**src/rtl/alu_seq_pkg.sv**
```systemverilog
// Shared types and constants for the ALU command sequencer.
// Holds the FSM state encoding, op codes and datapath widths.
package alu_seq_pkg;

    localparam int OPND_W = 2;
    localparam int RES_W  = 4;

    localparam logic [1:0] OP_ADD = 2'b00;
    localparam logic [1:0] OP_SUB = 2'b01;
    localparam logic [1:0] OP_MUL = 2'b10;
    localparam logic [1:0] OP_DIV = 2'b11;

    typedef enum logic [1:0] {
        IDLE,
        ISSUE,
        WAIT,
        RESP
    } state_t;

endpackage

```
**src/rtl/alu_cmd_fifo.sv**
```systemverilog
// Synchronous command FIFO with occupancy count.
// Head entry is presented combinationally on dout.
module alu_cmd_fifo #(
    parameter int DEPTH = 4,
    parameter int W     = 8,
    parameter int CW    = $clog2(DEPTH + 1)
) (
    input  logic          clk,
    input  logic          reset,
    input  logic          push,
    input  logic          pop,
    input  logic [W-1:0]  din,
    output logic [W-1:0]  dout,
    output logic [CW-1:0] count,
    output logic          full,
    output logic          empty
);

    localparam int AW = $clog2(DEPTH);

    logic [W-1:0]  mem [DEPTH];
    logic [AW-1:0] wr_ptr;
    logic [AW-1:0] rd_ptr;
    logic          do_push;
    logic          do_pop;

    assign full    = (count == CW'(DEPTH));
    assign empty   = (count == '0);
    assign do_push = push && !full;
    assign do_pop  = pop && !empty;
    assign dout    = mem[rd_ptr];

    // DEPTH is a power of two, so pointers wrap naturally
    always_ff @(posedge clk or posedge reset) begin
        if (reset) begin
            wr_ptr <= '0;
            rd_ptr <= '0;
            count  <= '0;
            for (int i = 0; i < DEPTH; i++) begin
                mem[i] <= '0;
            end
        end else begin
            if (do_push) begin
                mem[wr_ptr] <= din;
                wr_ptr      <= wr_ptr + 1'b1;
            end
            if (do_pop) begin
                rd_ptr <= rd_ptr + 1'b1;
            end
            case ({do_push, do_pop})
                2'b10:   count <= count + 1'b1;
                2'b01:   count <= count - 1'b1;
                default: count <= count;
            endcase
        end
    end

endmodule

```
**src/rtl/alu_cmd_sequencer.sv**
```systemverilog
// Queues ALU requests and issues them one at a time to the multicycle ALU.
// Each result, or a forced timeout error, is returned with its tag.
module alu_cmd_sequencer
    import alu_seq_pkg::*;
#(
    parameter int DEPTH   = 4,
    parameter int TIMEOUT = 8,
    parameter int TAG_W   = 2
) (
    input  logic                         clk,
    input  logic                         reset,
    input  logic                         cmd_valid,
    output logic                         cmd_ready,
    input  logic [OPND_W-1:0]            cmd_a,
    input  logic [OPND_W-1:0]            cmd_b,
    input  logic [1:0]                   cmd_op,
    input  logic [TAG_W-1:0]             cmd_tag,
    output logic [OPND_W-1:0]            alu_a,
    output logic [OPND_W-1:0]            alu_b,
    output logic [1:0]                   alu_ctrl,
    output logic                         alu_start,
    input  logic [RES_W-1:0]             alu_y,
    input  logic                         alu_c,
    input  logic                         alu_done,
    output logic                         rsp_valid,
    input  logic                         rsp_ready,
    output logic [RES_W-1:0]             rsp_y,
    output logic                         rsp_c,
    output logic [TAG_W-1:0]             rsp_tag,
    output logic                         rsp_timeout,
    output logic                         busy,
    output logic [$clog2(DEPTH+1)-1:0]   count
);

    localparam int CW = $clog2(DEPTH + 1);
    localparam int TW = $clog2(TIMEOUT);
    localparam int DW = 2 * OPND_W + 2 + TAG_W;
    localparam logic [TW-1:0] TMO_LAST = TW'(TIMEOUT - 1);

    state_t          state;
    state_t          next;
    logic [TW-1:0]   timer;
    logic [TAG_W-1:0] iss_tag;
    logic [DW-1:0]   fifo_din;
    logic [DW-1:0]   fifo_dout;
    logic            fifo_full;
    logic            fifo_empty;
    logic            push;
    logic            pop;
    logic            ld_done;
    logic            ld_tmo;

    // Ready comes from the registered count only: no pass-through at full
    assign cmd_ready = (count < CW'(DEPTH));
    assign push      = cmd_valid && cmd_ready;
    assign fifo_din  = {cmd_a, cmd_b, cmd_op, cmd_tag};
    assign busy      = (state != IDLE) || !fifo_empty;

    alu_cmd_fifo #(
        .DEPTH (DEPTH),
        .W     (DW),
        .CW    (CW)
    ) u_fifo (
        .clk   (clk),
        .reset (reset),
        .push  (push),
        .pop   (pop),
        .din   (fifo_din),
        .dout  (fifo_dout),
        .count (count),
        .full  (fifo_full),
        .empty (fifo_empty)
    );

    always_ff @(posedge clk or posedge reset) begin
        if (reset) begin
            state <= IDLE;
        end else begin
            state <= next;
        end
    end

    always_comb begin
        next      = state;
        pop       = 1'b0;
        alu_start = 1'b0;
        rsp_valid = 1'b0;
        ld_done   = 1'b0;
        ld_tmo    = 1'b0;
        unique case (state)
            IDLE: begin
                if (!fifo_empty) begin
                    pop  = 1'b1;
                    next = ISSUE;
                end
            end
            ISSUE: begin
                alu_start = 1'b1;
                next      = WAIT;
            end
            WAIT: begin
                if (alu_done) begin
                    ld_done = 1'b1;
                    next    = RESP;
                end else if (timer == TMO_LAST) begin
                    ld_tmo = 1'b1;
                    next   = RESP;
                end
            end
            RESP: begin
                rsp_valid = 1'b1;
                if (rsp_ready) begin
                    if (!fifo_empty) begin
                        pop  = 1'b1;
                        next = ISSUE;
                    end else begin
                        next = IDLE;
                    end
                end
            end
            default: next = IDLE;
        endcase
    end

    always_ff @(posedge clk or posedge reset) begin
        if (reset) begin
            alu_a    <= '0;
            alu_b    <= '0;
            alu_ctrl <= '0;
            iss_tag  <= '0;
        end else if (pop) begin
            {alu_a, alu_b, alu_ctrl, iss_tag} <= fifo_dout;
        end
    end

    always_ff @(posedge clk or posedge reset) begin
        if (reset) begin
            timer <= '0;
        end else if (state == ISSUE) begin
            timer <= '0;
        end else if (state == WAIT) begin
            timer <= timer + 1'b1;
        end
    end

    always_ff @(posedge clk or posedge reset) begin
        if (reset) begin
            rsp_y       <= '0;
            rsp_c       <= 1'b0;
            rsp_tag     <= '0;
            rsp_timeout <= 1'b0;
        end else if (ld_done) begin
            rsp_y       <= alu_y;
            rsp_c       <= alu_c;
            rsp_tag     <= iss_tag;
            rsp_timeout <= 1'b0;
        end else if (ld_tmo) begin
            rsp_y       <= '0;
            rsp_c       <= 1'b1;
            rsp_tag     <= iss_tag;
            rsp_timeout <= 1'b1;
        end
    end

endmodule

```
**config.mk**
```make
export PLATFORM = sky130hd
export DESIGN_NAME = alu_cmd_sequencer
export DESIGN_NICKNAME = d
export VERILOG_FILES = /design/src/rtl/alu_seq_pkg.sv /design/src/rtl/alu_cmd_fifo.sv /design/src/rtl/alu_cmd_sequencer.sv
export SDC_FILE = /design/constraint.sdc
export NUM_CORES = 1
export LEC_CHECK = 0
export ABC_CLOCK_PERIOD_IN_PS = 3200
export BUFFER_PORTS_ARGS = -buffer_cell sky130_fd_sc_hd__buf_2
export CAP_MARGIN = 0
export CORE_UTILIZATION = 30
export CTS_CLUSTER_DIAMETER = 30
export CTS_CLUSTER_SIZE = 16
export DETAILED_ROUTE_END_ITERATION = 8
export GPL_TIMING_DRIVEN = 0
export PLACE_DENSITY = 0.44
export SETUP_SLACK_MARGIN = 0.02
export SLEW_MARGIN = 20
export SYNTH_ARGS = -nofsm -noshare
export SYNTH_HDL_FRONTEND = slang
export SYNTH_HIERARCHICAL = 1
export SYNTH_SLANG_ARGS = --single-unit
export TNS_END_PERCENT = 30
```
**constraint.sdc**
```tcl
create_clock -name clk -period 3.2 [get_ports clk]
set_input_delay 0.32 -clock clk [delete_from_list [all_inputs] [get_ports clk]]
set_output_delay 0.32 -clock clk [all_outputs]
set_load 0.02 [all_outputs]
```
## Word level (Yosys, flattened, before mapping)

Cells that the tools add are included.

- Bits in registers: 60
- Input bits: 18
- Logic and storage cells: 84

- $add $sub $neg: 5
- Magnitude comparators: 4
- Equality and inequality tests: 10
- Mux-type cells: 32
- Bitwise logic cells: 2
- Reductions and logical operators: 14

Operators by type and width:

| kind | number |
|---|---|
| $bwmux W32 | 1 |
| $mux W8 | 3 |
| $bmux W8 S2 | 1 |
| $demux W8 S2 | 1 |
| $mux W1 | 13 |
| $mux W2 | 6 |
| $mux W4 | 2 |
| $pmux W2 S4 | 1 |
| $reduce_bool A2 Y1 | 4 |
| $add A3 B1 Y3 const B | 2 |
| $eq A2 B2 Y1 const B | 3 |
| $eq A3 B3 Y1 const B | 2 |
| $ge A3 B3 Y1 const B | 2 |
| $mux W3 | 2 |
| $not A2 Y3 | 2 |
| $pmux W3 S2 | 1 |
| $add A2 B1 Y2 const B | 2 |
| $eq A2 B1 Y1 const B | 2 |
| $logic_and A1 B1 Y1 | 4 |
| $ne A2 B2 Y1 const B | 2 |
| $logic_not A3 Y1 | 1 |
| $lt A3 B1 Y1 const B | 1 |
| $lt A3 B3 Y1 const B | 1 |
| $ne A3 B3 Y1 const B | 1 |
| other kinds (6) | 7 |

## Depth between registers and ports, before layout

Gate-level depths: netlist (run 1).

- Word-level depth: 7
- Gate-level depth with buffers: 11

## By module

Netlist (run 1), hierarchy kept.

Modules (own cells, without submodules):

| module | times used | cells an instance | area an instance (um2) |
|---|---|---|---|
| alu_cmd_fifo | 1 | 115 | 1788.0 |
| alu_cmd_sequencer | 1 | 78 | 975.9 |

## Least setup slack after synthesis (run 1)

Ideal clock, no wire load.

- Kind: reg2reg
- Start point: register state[0]
- End point: register u_fifo.count[2]
- Setup time: 0.080 ns
- Data arrival time: 2.474 ns
- Data required time: 3.120 ns
- Setup slack: 0.646 ns
- Cell stages (with the launch flop): 12
- Period minus slack after synthesis: 2.554 ns
- Path through: dfrtp_1 inv_1 ha_1 clkbuf_2 nor3_4 o31a_2 ha_1 inv_1 fa_1 xor2_1 nor2_1 xor2_1

- Longest elaborated chain between the ends: 5
- Elaborated cells between the ends (all ways): 8

RTL lines:

| element | line | RTL |
|---|---|---|
| start: declaration | alu_cmd_sequencer.sv:40 | `state_t state;` |
| start signal: assignment | alu_cmd_sequencer.sv:79 | `state <= next;` |
| $eq A2 B2 Y1 or $logic_not A2 Y1 (tied branches) | alu_cmd_sequencer.sv:90 | `unique case (state)` |
| $pmux W1 S2 (*) | alu_cmd_sequencer.sv:90 |  |
| named net pop | alu_cmd_sequencer.sv:49 | `logic pop;` |
| $logic_and A1 B1 Y1 (*) | alu_cmd_fifo.sv:30 | `assign do_pop = pop && !empty;` |
| named net u_fifo.do_pop | alu_cmd_fifo.sv:25 | `logic do_pop;` |
| $eq A2 B1 Y1 or $eq A2 B2 Y1 (tied branches) | alu_cmd_fifo.sv:50 | `case ({do_push, do_pop})` |
| $pmux W3 S2 or $reduce_bool A2 Y1 (tied branches) | - |  |
| end signal: assignment | alu_cmd_fifo.sv:51 | `2'b10: count <= count + 1'b1;` |
| end signal: assignment | alu_cmd_fifo.sv:52 | `2'b01: count <= count - 1'b1;` |
| end signal: assignment | alu_cmd_fifo.sv:53 | `default: count <= count;` |
| end: declaration | alu_cmd_fifo.sv:14 | `output logic [CW-1:0] count,` |

The timed path passes the listed nets; every way through them passes the cells marked *.
A chain may end at the register's enable or synchronous reset.

## Final worst setup path (run 1)

Ends and elaborated chain as after synthesis.

==> results of run 1 <==
-- per-layer routing --
layer,share of wire,vias up
met2,0.47,42
met5,0,-
li1,-,780
met4,0.020,0
met1,0.46,796
met3,0.051,9
-- area by class of cell --
class	instances	area (µm²)
Multi-Input combinational cell	114	1190
Fill cell	877	5480
Buffer	4	17.5
Clock buffer	11	131
Sequential cell	60	1500
Timing Repair Buffer	39	218
Tap cell	108	135
Inverter	15	56.3
Clock inverter	4	75.1
-- worst max-delay path: stages (launching register included) --
cell	delay, ps
dfrtp_1	430
inv_1	120
ha_1	300
clkbuf_2	170
nor3_4	520
o31a_2	290
ha_1	180
inv_1	60
fa_1	370
xor2_1	150
nor2_1	110
xor2_1	140
-- sequential cells by signal, indices dropped and copies added (netlist names) --
register       count
u_fifo/mem        32
rsp_y              4
timer              3
u_fifo/count       3
alu_a              2
alu_b              2
alu_ctrl           2
iss_tag            2
rsp_tag            2
state              2
u_fifo/rd_ptr      2
u_fifo/wr_ptr      2
rsp_c              1
rsp_timeout        1
-- path summary, 6_finish.rpt --
check                                   to  cells past startpoint  slack, ps
setup / recovery           u_fifo/count[2]                     11        300
hold / removal               u_fifo/mem[7]                      2          9
setup reg to reg           u_fifo/count[2]                     11        300
hold reg to reg                   rsp_y[2]                      1        500
max in group asynchronous         alu_a[0]                      2       2490
min in group clk                  rsp_y[3]                      2        220
-- stage by stage --
step / hold slack (ps) / instances
after global routing: 17.0 / 355
after global placement: 481 / 339
after floorplan: 297 / 193
after CTS: 0.849 / 355
final: 8.84 / 355
after detailed placement: 374 / 340
-- power breakdown --
part           leakage [nW]  internal (mW)  switching, mW  total [mW]
registers             0.726           1.15          0.219        1.36
clock network        0.0956          0.435          0.290       0.724
logic                 0.704          0.802          0.733        1.53
total                  1.52           2.38           1.24        3.62
-- cell usage in the layout (no fill, tap or decap), types with 4 or more instances in the layout --
cell and n:
mux2_2 45, inv_1 14, dfrtp_1 60, nor2_1 5, a22o_1 4, nand2_1 6, clkbuf_8 9, nor2_2 4
buf_2 39, ha_1 13, mux4_2 8
-- kinds of logic after synthesis --
| family | Yosys count | share of synthesized area |
|---|---|---|
| flops | 60 | 0.543 |
| mux | 54 | 0.252 |
| compound gates | 14 | 0.0376 |
| simple gates | 26 | 0.0552 |
| buf+inv | 19 | 0.0267 |
| xor+xnor | 6 | 0.0190 |
| fa+ha+maj | 14 | 0.0661 |
==> run_results.csv, run 1 <==
group,metric,value,unit
layout,areaGrowthSynthToFinish,20.2,%
routing,drc,7,
routing,routed_wl,5200,µm
setup_path,r2r-start,"state[0]",
run_status,status,"finished, violations left",
synthesis,yosysWarnings,6,
sta,max_slew_margin,0.429,
sta,rsz0062_at_grt,"false",
placement,dp_hpwl,3550,µm
synthesis,synth_top_area_frac,0.543,
grt,busiest_layer,"met2",
hold_path,hold_class,"in -> async",
cts,cts.clk_slew.worst_paths,70,ps
synthesis,synth.avg_cell_area,14.3,µm²
synthesis,synth_top_cell_by_area,"dfrtp_1",
routing,vias_per_cell,4.58,
setup_path,critical_path_class,"reg -> reg",
cts,cts_buffers,9,
sta,setup_slack,297,ps
routing,dr.pass1.iters,7,
grt,use_met2,0.197,
synthesis,synth_most_common_cell,"dfrtp_1",
setup_path,critPathMaxFanout,9,
grt,grt_max_degree,22,
placement,portBuffers,38,
cts,cts_hold_buf,0,
cts,numClockSinks,60,
routing,wl_per_cell,14.7,µm
sta,max_freq,344,MHz
grt,grtUsageTotal,0.126,
grt,gr-usage-met1,0.152,
synthesis,synth-seq-area-share,0.543,
sta,worst_pin_slew,856,ps
setup_path,cp-start-kind,"flop",
placement,gp_congestion,0.689,
synthesis,synth_cells,193,
sta,final.min_clock_period,2900,ps
grt,overflow,0,
grt,grt_pass1_vias,1740,
sta,clock_skew,7.72,ps
power,ir_drop,0.000450,V
floorplan,die_height,98.0,µm
floorplan,core-area,0.00881,mm²
grt,antenna_found_initial,0,
synthesis,synth_ff_type,"dfrtp_1",
run_status,violations,"DRC",
layout,final_layout_size_suffix_gt1_frac,0.470,
setup_path,cp.required,3460,ps
grt,globalRouteMet3Util,0.0565,
synthesis,synth_seq_cells,60,
synthesis,synthTopCellsByCount,"dfrtp_1 (60), mux2_2 (45), inv_1 (15), ha_1 (13), mux4_2 (8)",
job,cap_viol_max_count,0,
setup_path,end_kind,"flop",
placement,placed_cell_area,0.00312,mm²
power,power_density,1090,mW/mm²
floorplan,dieWidth,98.0,µm
sta,fin_crit_sh,0.907,
cts,cts_setup_buffers,0,
floorplan,rows,34,
placement,dp_slack,210,ps
sta,setup_viol,0,
power,leakage,1.52,nW
cts,cts_buffer_depth,2,
setup_path,crit_arrival,3160,ps
layout,fin_util,0.377,
setup_path,startpoint,"state[0]",
sta,hold_viol_final,0,
floorplan,io_pins,39,
routing,vias,1627,
layout,final_area,0.00332,mm²
cts,cts_root_buf,"clkbuf_8",
layout,final_nets,275,
synthesis,synthArstFlopShare,1.00,
floorplan,start_util,0.314,
layout,diodes,0,
floorplan,die_area,0.00960,mm²
grt,grt_pass1_wl,8980,µm
cts,cts-htree-levels,3,
cts,cts_tree,"done",
routing,drt-initial-drc-count,33,
cts,post_cts_resized,0,
synthesis,synthTopCellsByArea,"dfrtp_1 (54%), mux2_2 (18%), mux4_2 (6.5%)",
routing,postRouteAntennaNets,0,
sta,finalSetupTns,0,ps
synthesis,syn-num-nets,225,
synthesis,syn-cell-area,0.00276,mm²
cts,clk_latency,330,ps
sta,finalMaxSlewViolations,0,
power,total_power,3.62,mW
synthesis,synth_edf_count,0,
synthesis,synth_cell_types,34,
(Power assumes the default switching activity.)
==> run 2, diff against run 1 <==
--- a/config.mk
+++ b/config.mk
@@ -8,12 +8,14 @@
 export ABC_CLOCK_PERIOD_IN_PS = 3200
 export BUFFER_PORTS_ARGS = -buffer_cell sky130_fd_sc_hd__buf_2
 export CAP_MARGIN = 0
+export CELL_PAD_IN_SITES_DETAIL_PLACEMENT = 2
+export CELL_PAD_IN_SITES_GLOBAL_PLACEMENT = 2
 export CORE_UTILIZATION = 30
 export CTS_CLUSTER_DIAMETER = 30
 export CTS_CLUSTER_SIZE = 16
 export DETAILED_ROUTE_END_ITERATION = 8
 export GPL_TIMING_DRIVEN = 0
-export PLACE_DENSITY = 0.44
+export PLACE_DENSITY = 0.59
 export SETUP_SLACK_MARGIN = 0.02
 export SLEW_MARGIN = 20
 export SYNTH_ARGS = -nofsm -noshare
==> run 2 against run 1 <==
  * The flow still finishes with violations (DRC)
  * Sequential share of layout area increased by 0.10 points
  * Die area unchanged
  * Worst setup slack better by 360 ps
  * Register-to-register slack improved by 360 ps
  * Critical path depth did not move
  * Non-clock buffer count rose by 2
  * Critical endpoint unchanged
  * Largest cell class unchanged
==> run_results.csv, run 2 (synthesis results as in run 1) <==
group,metric,value,unit
run_status,status,"finished, violations left",
run_status,violations,"DRC",
layout,diodes,0,
power,switchingPower,1.29,mW
setup_path,end_kind,"flop",
cts,cts_hold_buf,0,
power,internal_power,2.35,mW
placement,portBuffers,38,
sta,finalMaxSlewViolations,0,
routing,dr.pass1.iters,6,
grt,grt_pass1_vias,1854,
grt,overflow,0,
floorplan,die_area,0.00960,mm²
setup_path,slowest_stage,"dfrtp_1",
sta,max_freq,394,MHz
power,netSwitchingFraction,0.353,
cts,cts_buffer_depth,2,
cts,cts_root_buf,"clkbuf_8",
layout,largest_reg_flops,32,
sta,hold_viol_final,0,
grt,grt_max_degree,22,
cts,cts-htree-levels,3,
routing,routed_wl,5950,µm
floorplan,dieWidth,98.0,µm
sta,rsz0062_at_grt,"false",
cts,cts_tree,"done",
sta,whs,20.7,ps
setup_path,cp.buffers_inverters,3,
sta,max_slew_margin,0.373,
layout,largest_register,"u_fifo/mem",
power,power_frac_seq,0.378,
floorplan,die_height,98.0,µm
routing,postRouteAntennaNets,0,
routing,vias,1696,
grt,grtUsageTotal,0.139,
cts,post_cts_resized,0,
routing,drt-initial-drc-count,21,
hold_path,hold_class,"in -> async",
sta,fin_crit_sh,0.793,
power,clockPowerShare,0.181,
setup_path,cpPeakStageDelay,430,ps
cts,cts_buffers,9,
sta,finalSetupTns,0,ps
routing,drc,5,
sta,clock_skew,6.79,ps
cts,clk_latency,320,ps
layout,final_common_cell,"dfrtp_1",
grt,grt_pass1_wl,10000,µm
floorplan,start_util,0.314,
setup_path,critPathMaxFanout,7,
setup_path,crit_arrival,2780,ps
placement,dp_hpwl,4160,µm
job,cap_viol_max_count,0,
sta,final.min_clock_period,2540,ps
power,total_power,3.64,mW
grt,antenna_found_initial,0,
placement,gp_congestion,0.651,
sta,setup_viol,0,
sta,worst_pin_slew,940,ps
power,leakage,1.53,nW
routing,wl_per_cell,16.7,µm
routing,vias_per_cell,4.75,
floorplan,rows,34,
power,combPwrFrac,0.441,
layout,top_regs,"u_fifo/mem: 32 flops, rsp_y: 4 flops",
floorplan,core-area,0.00881,mm²
cts,cts.clk_slew.worst_paths,70,ps
power,power_density,1100,mW/mm²
setup_path,critPathTopFamily,"adder cells",
layout,final_nets,277,
layout,layout.cells.most_common_list,"dfrtp_1 (60), mux2_2 (45), buf_2 (39)",
setup_path,cp_cell_sequence,"inv_1 -> ha_1 -> clkbuf_2 -> nor3_4 -> o31a_2 -> ha_1 -> inv_1 -> fa_1 -> xor2_1 -> nor2_1 -> xor2_1",
layout,regArea,0.00150,mm²
layout,areaGrowthSynthToFinish,20.0,%
cts,cts_setup_buffers,0,
layout,final_layout_size_suffix_gt1_frac,0.470,
setup_path,cp-start-kind,"flop",
cts,numClockSinks,60,
floorplan,io_pins,39,
power,ir_drop,0.000317,V
setup_path,critical_path_class,"reg -> reg",
setup_path,cp.required,3450,ps
layout,multi_input_area,0.00119,mm²
layout,fillCellCount,924,
run 2: changes by cell type in the layout (fill, tap and decap cells not counted), sizes merged:
| cell | before | now |
|---|---|---|
| clkinvlp | 2 | 0 |
| bufinv | 2 | 1 |
| buf | 41 | 43 |
| clkinv | 0 | 1 |
| clkbuf | 13 | 15 |
run 2: final cells by class:
class | count | area share
well taps | 108 | 0.0408
clock buffers | 13 | 0.0449
clock inverters | 2 | 0.0106
repair buffers | 41 | 0.0702
flip-flops and latches | 60 | 0.453
plain buffers | 4 | 0.00528
inverters | 15 | 0.0170
multi-input cells | 114 | 0.358
run 2: power groups by stage:
| stage | clock (mW) | combinational, mW | sequential (mW) |
|---|---|---|---|
| global route | 0.719 | 1.77 | 1.43 |
| CTS | 0.684 | 1.62 | 1.38 |
| floorplan | 0 | 1.10 | 1.45 |
| global placement | 0 | 1.56 | 1.38 |
| finish | 0.656 | 1.61 | 1.37 |
| detailed placement | 0 | 1.62 | 1.40 |
run 2: path summary, 6_finish.rpt:
path / cells after the start / to / slack (ps) / startpoint
setup reg to reg: 11 / u_fifo/count[2] / 660 / state[0]
min in group clk: 2 / rsp_y[2] / 230 / alu_y[2]
hold reg to reg: 1 / rsp_y[1] / 500 / rsp_y[1]
setup / recovery: 11 / u_fifo/count[2] / 660 / state[0]
max in group asynchronous: 2 / timer[1] / 2400 / reset
hold / removal: 2 / u_fifo/wr_ptr[0] / 20 / reset
run 2: stage by stage:
step / worst slack (ps) / cells / util / instance area, µm²
2_1_floorplan: 646 / 193 / - / 2760
3_5_place_dp: 110 / 340 / 0.354 / 3120
4_1_cts: 121 / 355 / 0.375 / 3300
5_1_grt: 416 / 357 / 0.377 / 3320
3_3_place_gp: 132 / 339 / 0.351 / 3090
6_report: 661 / 357 / 0.377 / 3320
run 2: routing by layer:
metal	vias up	global-route usage	routed length, µm	share of wire
li1	779	-	-	-
met2	38	0.231	3090	0.52
met1	870	0.172	2540	0.43
met3	9	0.0286	219	0.037
met4	0	0.0699	99	0.017
met5	-	0	0	0
